**config.mk**
```make
export PLATFORM = sky130hd
export DESIGN_NAME = clint_timer
export DESIGN_NICKNAME = d
export VERILOG_FILES = /design/src/rtl/clint_timer.sv
export SDC_FILE = /design/constraint.sdc
export NUM_CORES = 1
export LEC_CHECK = 0
export ABC_AREA = 0
export CORE_MARGIN = 2
export CORE_UTILIZATION = 53
export CTS_BUF_LIST = sky130_fd_sc_hd__clkbuf_4
export CTS_CLUSTER_SIZE = 8
export DETAILED_ROUTE_END_ITERATION = 8
export PLACE_DENSITY = 0.93
export SLEW_MARGIN = 25
export SYNTH_ARGS = -nofsm -noshare
export SYNTH_HDL_FRONTEND = slang
export SYNTH_SLANG_ARGS = --single-unit
```
**constraint.sdc**
```tcl
create_clock -name clock -period 11.2 [get_ports clock]
set_clock_uncertainty 0.05 [all_clocks]
set_input_delay 1.12 -clock clock [delete_from_list [all_inputs] [get_ports clock]]
set_output_delay 1.12 -clock clock [all_outputs]
set_load 0.01 [all_outputs]
```
**src/rtl/clint_timer.sv**
```systemverilog
// clint_timer: core-local interruptor timer and software-interrupt block.
//
// Holds mtime, mtimecmp and msip behind a single-outstanding MMIO slave.
// It pushes mtime into the CSR file's time register and drives the
// machine timer, supervisor timer (Sstc) and machine software pending bits.
//
// Ports
//   clock, reset                 clock; asynchronous active-high reset
//   req_valid/req_ready          MMIO request handshake
//   req_we, req_addr             1 = write; byte offset within the window
//   req_wdata, req_wstrb         write data and byte enables
//   resp_valid/resp_ready        response handshake (single-entry buffer)
//   resp_rdata, resp_err         read data (0 on writes/faults); access fault
//   time_w_en, time_w_data       strobe and value for the CSR time register
//   stimecmp_rdata               current stimecmp from the CSR file
//   menvcfg_rdata                current menvcfg (bit 63 = STCE)
//   mip_mtip, mip_stip, mip_msip registered interrupt-pending outputs
//
// Register map (8-byte aligned): 0x0000 msip, 0x4000 mtimecmp, 0xBFF8 mtime.
module clint_timer #(
    parameter int XLEN     = 64,
    parameter int TICK_DIV = 100
) (
    input  logic              clock,
    input  logic              reset,
    input  logic              req_valid,
    output logic              req_ready,
    input  logic              req_we,
    input  logic [15:0]       req_addr,
    input  logic [XLEN-1:0]   req_wdata,
    input  logic [XLEN/8-1:0] req_wstrb,
    output logic              resp_valid,
    input  logic              resp_ready,
    output logic [XLEN-1:0]   resp_rdata,
    output logic              resp_err,
    output logic              time_w_en,
    output logic [XLEN-1:0]   time_w_data,
    input  logic [XLEN-1:0]   stimecmp_rdata,
    input  logic [XLEN-1:0]   menvcfg_rdata,
    output logic              mip_mtip,
    output logic              mip_stip,
    output logic              mip_msip
);

    localparam int          NBYTES        = XLEN / 8;
    localparam logic [15:0] OFF_MSIP      = 16'h0000;
    localparam logic [15:0] OFF_MTIMECMP  = 16'h4000;
    localparam logic [15:0] OFF_MTIME     = 16'hBFF8;
    localparam logic [15:0] DIV_LAST      = 16'(TICK_DIV - 1);
    localparam logic [XLEN-1:0] ONE       = {{(XLEN-1){1'b0}}, 1'b1};

    // Byte-lane write merge: strobed lanes take new data, others keep old.
    function automatic logic [XLEN-1:0] merge_bytes(
        input logic [XLEN-1:0]   old_val,
        input logic [XLEN-1:0]   new_val,
        input logic [NBYTES-1:0] strb
    );
        logic [XLEN-1:0] res;
        res = old_val;
        for (int i = 0; i < NBYTES; i++) begin
            if (strb[i]) begin
                res[8*i +: 8] = new_val[8*i +: 8];
            end
        end
        return res;
    endfunction

    logic [XLEN-1:0] mtime;
    logic [XLEN-1:0] mtimecmp;
    logic            msip;
    logic [15:0]     div_cnt;

    logic            acc_p0;
    logic            tick_p0;
    logic            hit_msip_p0;
    logic            hit_cmp_p0;
    logic            hit_time_p0;
    logic            err_p0;
    logic            wr_p0;
    logic [XLEN-1:0] rdata_p0;
    logic [XLEN-1:0] mtime_nxt_p0;

    // Only STCE is consumed from menvcfg.
    logic envcfg_unused;
    assign envcfg_unused = ^menvcfg_rdata[XLEN-2:0];

    // ---- accept stage: decode, read sampling, next mtime ----
    assign req_ready   = !resp_valid || resp_ready;
    assign acc_p0      = req_valid && req_ready;
    assign tick_p0     = (div_cnt == DIV_LAST);
    assign hit_msip_p0 = (req_addr == OFF_MSIP);
    assign hit_cmp_p0  = (req_addr == OFF_MTIMECMP);
    assign hit_time_p0 = (req_addr == OFF_MTIME);
    // The valid offsets are all aligned, so misalignment falls out as a miss.
    assign err_p0      = !(hit_msip_p0 || hit_cmp_p0 || hit_time_p0);
    // A zero-strobe write touches nothing, not even the time push.
    assign wr_p0       = acc_p0 && req_we && !err_p0 && (|req_wstrb);

    always_comb begin
        rdata_p0 = '0;
        if (!req_we) begin
            if (hit_msip_p0) begin
                rdata_p0 = {{(XLEN-1){1'b0}}, msip};
            end else if (hit_cmp_p0) begin
                rdata_p0 = mtimecmp;
            end else if (hit_time_p0) begin
                rdata_p0 = mtime;
            end
        end

        mtime_nxt_p0 = tick_p0 ? (mtime + ONE) : mtime;
        // A software write beats a coincident tick: no increment that cycle.
        if (wr_p0 && hit_time_p0) begin
            mtime_nxt_p0 = merge_bytes(mtime, req_wdata, req_wstrb);
        end
    end

    // ---- register stage: state, response buffer, registered outputs ----
    always_ff @(posedge clock or posedge reset) begin
        if (reset) begin
            div_cnt     <= '0;
            mtime       <= '0;
            mtimecmp    <= '1;
            msip        <= 1'b0;
            resp_valid  <= 1'b0;
            resp_rdata  <= '0;
            resp_err    <= 1'b0;
            time_w_en   <= 1'b0;
            time_w_data <= '0;
            mip_mtip    <= 1'b0;
            mip_stip    <= 1'b0;
            mip_msip    <= 1'b0;
        end else begin
            // Prescaler free-runs; mtime writes do not realign it.
            div_cnt <= tick_p0 ? '0 : (div_cnt + 16'd1);
            mtime   <= mtime_nxt_p0;

            if (wr_p0 && hit_cmp_p0) begin
                mtimecmp <= merge_bytes(mtimecmp, req_wdata, req_wstrb);
            end
            if (wr_p0 && hit_msip_p0 && req_wstrb[0]) begin
                msip <= req_wdata[0];
            end

            time_w_en <= tick_p0 || (wr_p0 && hit_time_p0);
            if (tick_p0 || (wr_p0 && hit_time_p0)) begin
                time_w_data <= mtime_nxt_p0;
            end

            mip_mtip <= (mtime >= mtimecmp);
            mip_stip <= menvcfg_rdata[XLEN-1] && (mtime >= stimecmp_rdata);
            mip_msip <= msip;

            if (acc_p0) begin
                resp_valid <= 1'b1;
                resp_rdata <= err_p0 ? '0 : rdata_p0;
                resp_err   <= err_p0;
            end else if (resp_ready) begin
                resp_valid <= 1'b0;
            end
        end
    end

endmodule

```
==> flow_summary.toml, run 1 <==
[die]
core-area_um2 = 30700
die_y_um = 181
io_pins = 356
initial_utilization = 0.540
die_width_um = 181
row_count = 64
die-area_um2 = 32800

[clock_tree]
clk_root_buffer_cell = "clkbuf_4"
insertion_delay_ns = 0.72
cts_resized = 0
cts.sinks = 279
postCtsSetupRepairBufs = 0
cts-hold-fix-buffers = 0
path_clk_slew_ns = 0.07
cts_tree = "done"
cts_buffer_depth = 3
htreeDepth = 3
cts_buffers = 76

[synth]
synth.avg_cell_area_um2 = 9.50
synth_area_leaders = "dfrtp_1 (32%), dfstp_2 (10%), ha_1 (9.8%), mux2_2 (7.0%), nand2_1 (4.2%)"
ys_async_sr_fraction = 1.00
synth.yosys.seq_area_share = 0.425
synth_most_common_cell = "dfrtp_1"
synth-main-ff-cell = "dfrtp_1"
syn-num-nets = 2100
synth.largest_area_cell = "dfrtp_1"
synth_edf_count = 0
synth_common_cells = "dfrtp_1 (215), nand2_1 (185), inv_1 (144), ha_1 (130), o21ai_0 (128)"
synth_cell_types = 71
synth_area_um2 = 16600
synth-seq-cells = 279
yosys_warnings = 0
synth_top_area_share = 0.324
netlist_instances = 1749

[worst_hold_path]
holdCritStartpoint = "msip$_DFFE_PP0P_"
hold_path_end = "mip_msip$_DFF_PP0_"
hold_depth = 0
hold_path_class = "flop to flop"

[cells_and_area]
area_delta_synth_final_pct = 25.8
drive_gt1_frac = 0.162
register_area_um2 = 7060
multi_input_area_um2 = 8710
fill_cells = 2265
num-nets-final = 2402

[detailed_routing]
routed_via_density = 6.31
drt_pre_antenna_iters = 7
drc = 0
vias = 15843
detail_route.wl_per_cell_um = 21.9
drt_iter0_drc = 1524
drt-total-wl_mm = 55.0
ant_nets = 0

[setup_path]
cp.required_ns = 11.75
crit_path_max_fanout = 44
r2r_setup_slack_ns = 7.41
r2r-end = "time_w_data[5]$_DFFE_PP0P_"
crit_path_end_kind = "flop"
r2r_start = "div_cnt[0]$_DFF_PP0_"
cp.arrival_ns = 5.10
critPathKind = "input pin to flop"
reg2reg_depth = 7
critPathLaunchType = "input pin"

[power_and_ir_drop]
powerDensity_nw_per_um2 = 102
ir_drop_mv = 0.0755
finalPower_mw = 2.14
p_leak_nw = 8.96

[placement]
numPortBuffers = 292
post-dp-hpwl_mm = 39.6
routabilityCongestion = 0.928

[global_routing]
grt_first_pass_wirelength_mm = 86.3
antenna_found_initial = 3
grt_use_total = 0.332
grt_pass1_vias = 16236
grt_max_degree = 132
overflow = 0

[sta]
hold_viol_final = 0
worst_pin_slew_ns = 1.02
min_period_ns = 4.55
relSlewSlack = 0.318
tns_ns = 0
fmax_mhz = 220
finalMaxSlewViolations = 0
setup_viol = 0
finalCritPeriodShare = 0.406
rsz0062_at_grt = "false"

[run_status]
status = "complete, no violations"

[run]
max-cap-violations = 0
[worst max path at each step]
| stage | start | end | slack (ns) | cells after the start |
|---|---|---|---|---|
| 6_report | req_wstrb[4] | time_w_data[46]$_DFFE_PP0P_ | 6.65 | 9 |
| 5_1_grt | req_wstrb[3] | time_w_data[5]$_DFFE_PP0P_ | 6.56 | 8 |
| 4_1_cts | req_wstrb[3] | time_w_data[5]$_DFFE_PP0P_ | 6.74 | 8 |
| 3_5_place_dp | req_wstrb[3] | time_w_data[5]$_DFFE_PP0P_ | 6.06 | 8 |
| 3_3_place_gp | req_wstrb[3] | time_w_data[1]$_DFFE_PP0P_ | 6.12 | 9 |
| 2_1_floorplan | reset | div_cnt[0]$_DFF_PP0_ | 2.44 | 1 |
[report_power, final]
group | switching (mW) | internal, mW | leakage (nW)
Combinational | 0.0726 | 0.0683 | 4.97
Sequential | 0.000562 | 1.01 | 3.37
Clock | 0.451 | 0.536 | 0.623
[worst max-delay path: stages]
cell and delay, ns:
clkdlybuf4s50_1 0.78, nor4_1 0.54, nand2_1 0.40, and4_1 0.35, buf_4 0.30, or4_1 0.79, o211ai_1 0.32, nand3_1 0.17
mux2_2 0.29
[placed cells by master, fill, tap and decap left out, types with 23 or more instances in the layout]
master / netlist / layout
ha_1: 130 / 130
mux2i_1: 27 / 27
clkbuf_4: 0 / 121
nor4_1: 26 / 26
inv_1: 144 / 143
a22oi_1: 63 / 63
xnor2_1: 23 / 23
a21oi_1: 80 / 80
nand4_1: 49 / 49
nor2_1: 92 / 91
nand2_1: 185 / 184
nor3_1: 27 / 27
and3_1: 26 / 26
mux2_2: 104 / 104
dfrtp_1: 215 / 215
o21ai_0: 128 / 128
nand3_1: 57 / 57
dfstp_2: 64 / 64
clkdlybuf4s50_1: 0 / 292
[kinds of logic after synthesis]
family,count (synthesis),share of synthesized area
simple gates,531,0.159
compound gates,419,0.163
flops,279,0.425
buf+inv,228,0.0521
mux,131,0.0868
fa+ha+maj,130,0.0979
xor+xnor,31,0.0163
[metrics by stage]
stage	cell area [um^2]	setup slack [ns]	utilization	cells	hold slack [ns]
2_1_floorplan	16600	2.44	-	1749	0.317
3_3_place_gp	19900	6.12	0.646	2369	0.335
3_5_place_dp	19900	6.06	0.646	2369	0.347
4_1_cts	20900	6.74	0.679	2508	0.364
5_1_grt	20900	6.56	0.680	2510	0.383
6_report	20900	6.65	0.680	2512	0.357
[per-layer routing]
| metal | GRT usage | vias to the layer above | part of all wire |
|---|---|---|---|
| li1 | - | 7022 | - |
| met1 | 0.412 | 7678 | 0.38 |
| met2 | 0.548 | 944 | 0.47 |
| met3 | 0.0869 | 199 | 0.10 |
| met4 | 0.148 | 0 | 0.042 |
| met5 | 0 | - | 0 |
[flip-flops by register name (all words and copies together) (netlist names)]
register / cells
resp_rdata: 64
time_w_data: 64
time_w_en: 1
mip_mtip: 1
msip: 1
mtimecmp: 64
div_cnt: 16
resp_err: 1
mip_msip: 1
mip_stip: 1
resp_valid: 1
mtime: 64
[cell type report]
| class | count | share of cell area |
|---|---|---|
| clock inverter | 18 | 0.00587 |
| timing repair buffer | 308 | 0.146 |
| inverter | 144 | 0.0262 |
| multi-input combinational | 1242 | 0.417 |
| antenna | 4 | 0.000479 |
| tap | 396 | 0.0237 |
| sequential | 279 | 0.338 |
| clock buffer | 121 | 0.0435 |
(Power assumes the default switching activity.)
==> run 2, diff against run 1 <==
--- a/config.mk
+++ b/config.mk
@@ -7,11 +7,11 @@
 export LEC_CHECK = 0
 export ABC_AREA = 0
 export CORE_MARGIN = 2
-export CORE_UTILIZATION = 53
+export CORE_UTILIZATION = 48
 export CTS_BUF_LIST = sky130_fd_sc_hd__clkbuf_4
 export CTS_CLUSTER_SIZE = 8
 export DETAILED_ROUTE_END_ITERATION = 8
-export PLACE_DENSITY = 0.93
+export PLACE_DENSITY = 0.89
 export SLEW_MARGIN = 25
 export SYNTH_ARGS = -nofsm -noshare
 export SYNTH_HDL_FRONTEND = slang
==> constraint.sdc (replaced) <==
create_clock -name clock -period 3.8 [get_ports clock]
set_clock_uncertainty 0.05 [all_clocks]
set_input_delay 0.38 -clock clock [delete_from_list [all_inputs] [get_ports clock]]
set_output_delay 0.38 -clock clock [all_outputs]
set_load 0.01 [all_outputs]
==> run 2 against run 1 <==
Compared with the run above:
- critical path type is now flop to flop
- total power grew to 2.9 times the previous value
- utilization down 5.7 points
- sequential power grew to 3.0 times the previous value
- critical endpoint is now time_w_data[54]$_DFFE_PP0P_
- non-clock buffer count increased by 47
- sequential share of layout area decreased by 0.72 points
- count of clock-buffer cells in the layout shrank 5
- hold slack lost 0.15 ns
- largest power group unchanged
- combinational power increased to 3.1 times the previous value
- via count increased by 0.29%
- global-route usage is 2.2 points lower
- worst setup slack worse by 6.3 ns
==> flow_summary.toml, run 2 (synthesis gave the netlist of run 1 again) <==
[setup_path]
cp.arrival_ns = 4.01
crit_path_max_fanout = 9
reg2reg_depth = 7
critPathKind = "flop to flop"
critPathLaunchType = "flop"
cp.required_ns = 4.36
crit_path_end_kind = "flop"

[detailed_routing]
drt_pre_antenna_iters = 6
top_layer = "met4"
dr_wl_met2_mm = 26.6
drt_iter0_drc = 1373
wl_met3_mm = 4.86
routed_via_density = 6.09
drc = 0
detail_route.wl_per_cell_um = 21.6
vias = 15889
route.layer.met1.wl_mm = 22.8
ant_nets = 0
drt-total-wl_mm = 56.3

[cells_and_area]
area_delta_synth_final_pct = 28.6
drive_gt1_frac = 0.179
stdcell_count = 2611
design_area_um2 = 21400
fill_cells = 2742
num-nets-final = 2448
layout_common_cells = "clkdlybuf4s50_1 (292), dfrtp_1 (215), nand2_1 (184)"
final_common_cell = "clkdlybuf4s50_1"

[sta]
worst_pin_slew_ns = 0.848
finalCritPeriodShare = 0.908
setup_viol = 0
hold_viol_final = 0
worst_slack_ns = 0.350
min_period_ns = 3.45
fmax_mhz = 290
tns_ns = 0
finalMaxSlewViolations = 0
relSlewSlack = 0.435
rsz0062_at_grt = "false"

[global_routing]
grt_use_total = 0.310
overflow = 0
grt_first_pass_wirelength_mm = 88.1
grt_pass1_vias = 16071
grt_max_degree = 95
antenna_found_initial = 2

[clock_tree]
htreeDepth = 3
cts_buffers = 75
path_clk_slew_ns = 0.07
cts.sinks = 279
cts_resized = 0
clk_root_buffer_cell = "clkbuf_4"
cts_buffer_depth = 3
insertion_delay_ns = 0.70
postCtsSetupRepairBufs = 0
cts_tree = "done"

[placement]
post-dp-hpwl_mm = 41.8
routabilityCongestion = 0.939
dpl_cell_area_um2 = 20300
post-place-ws_ns = 0.223
place_inst = 2474
numPortBuffers = 292

[power_and_ir_drop]
finalPower_mw = 6.26
ir_drop_mv = 0.194
p_leak_nw = 9.18
powerDensity_nw_per_um2 = 293

[die]
row_count = 68
initial_utilization = 0.485
die-area_um2 = 36100
io_pins = 356
die_width_um = 190
die_y_um = 190
core-area_um2 = 34300

[worst_hold_path]
hold_path_class = "input pin to flop"
hold_depth = 3

[run_status]
status = "complete, no violations"

[run]
max-cap-violations = 0
[run 2: cell types whose count changed in the layout (fill, tap and decap cells not counted), moves of 2 or more]
cell        previous run  this run
buf_4                 15        56
clkinv_2               2         4
diode_2                4         2
clkinv_1              11         9
buf_12                 0         6
clkbuf_4             121       116
clkinvlp_4             0         2
[run 2: timing repair]
item | 4_1_cts | 5_1_grt
endpoints found under the setup margin | 0 | 0
hold buffers | 1 | 0
hold endpoints to repair | 4 | 0
[run 2: where the power goes]
part | internal, mW | switching [mW]
Clock | 1.53 | 1.32
Sequential | 2.98 | 0.00210
Combinational | 0.213 | 0.220
[run 2: stage by stage]
stage               utilization  hold slack, ns
floorplan                     -           0.317
global placement          0.593           0.348
detailed placement        0.593           0.365
CTS                       0.623           0.165
global route              0.623           0.167
finish                    0.623           0.207
[run 2: layout make-up]
class                      count  area, um^2  share of cell area
antenna                        2        5.00            0.000234
clock buffer                 116         871              0.0408
sequential                   279        7060               0.331
tap                          455         569              0.0267
timing repair buffer         355        3470               0.163
clock inverter                18         129             0.00603
multi-input combinational   1242        8710               0.408
inverter                     144         544              0.0255
[run 2: worst paths after layout]
path	from	to	slack (ns)
max	mtime[29]$_DFF_PP0_	time_w_data[54]$_DFFE_PP0P_	0.35
min	menvcfg_rdata[63]	mip_stip$_DFF_PP0_	0.21
max reg2reg	mtime[29]$_DFF_PP0_	time_w_data[54]$_DFFE_PP0P_	0.35
min reg2reg	msip$_DFFE_PP0P_	mip_msip$_DFF_PP0_	0.38
max in group asynchronous	reset	mtimecmp[3]$_DFFE_PP1P_	2.34
min in group asynchronous	reset	mtime[22]$_DFF_PP0_	0.54
[run 2: critical path: stages, from the launching register on]
cell	delay (ns)
dfrtp_1	0.52
nand4_4	0.17
or4_4	0.57
or3_1	0.60
or4_1	0.71
or3_1	0.42
a21oi_2	0.17
mux2_2	0.17
[run 2: metal layers]
layer,global-route usage,up-vias
met2,0.505,906
met3,0.0581,148
li1,-,7116
met1,0.408,7719
met5,0,-
met4,0.128,0
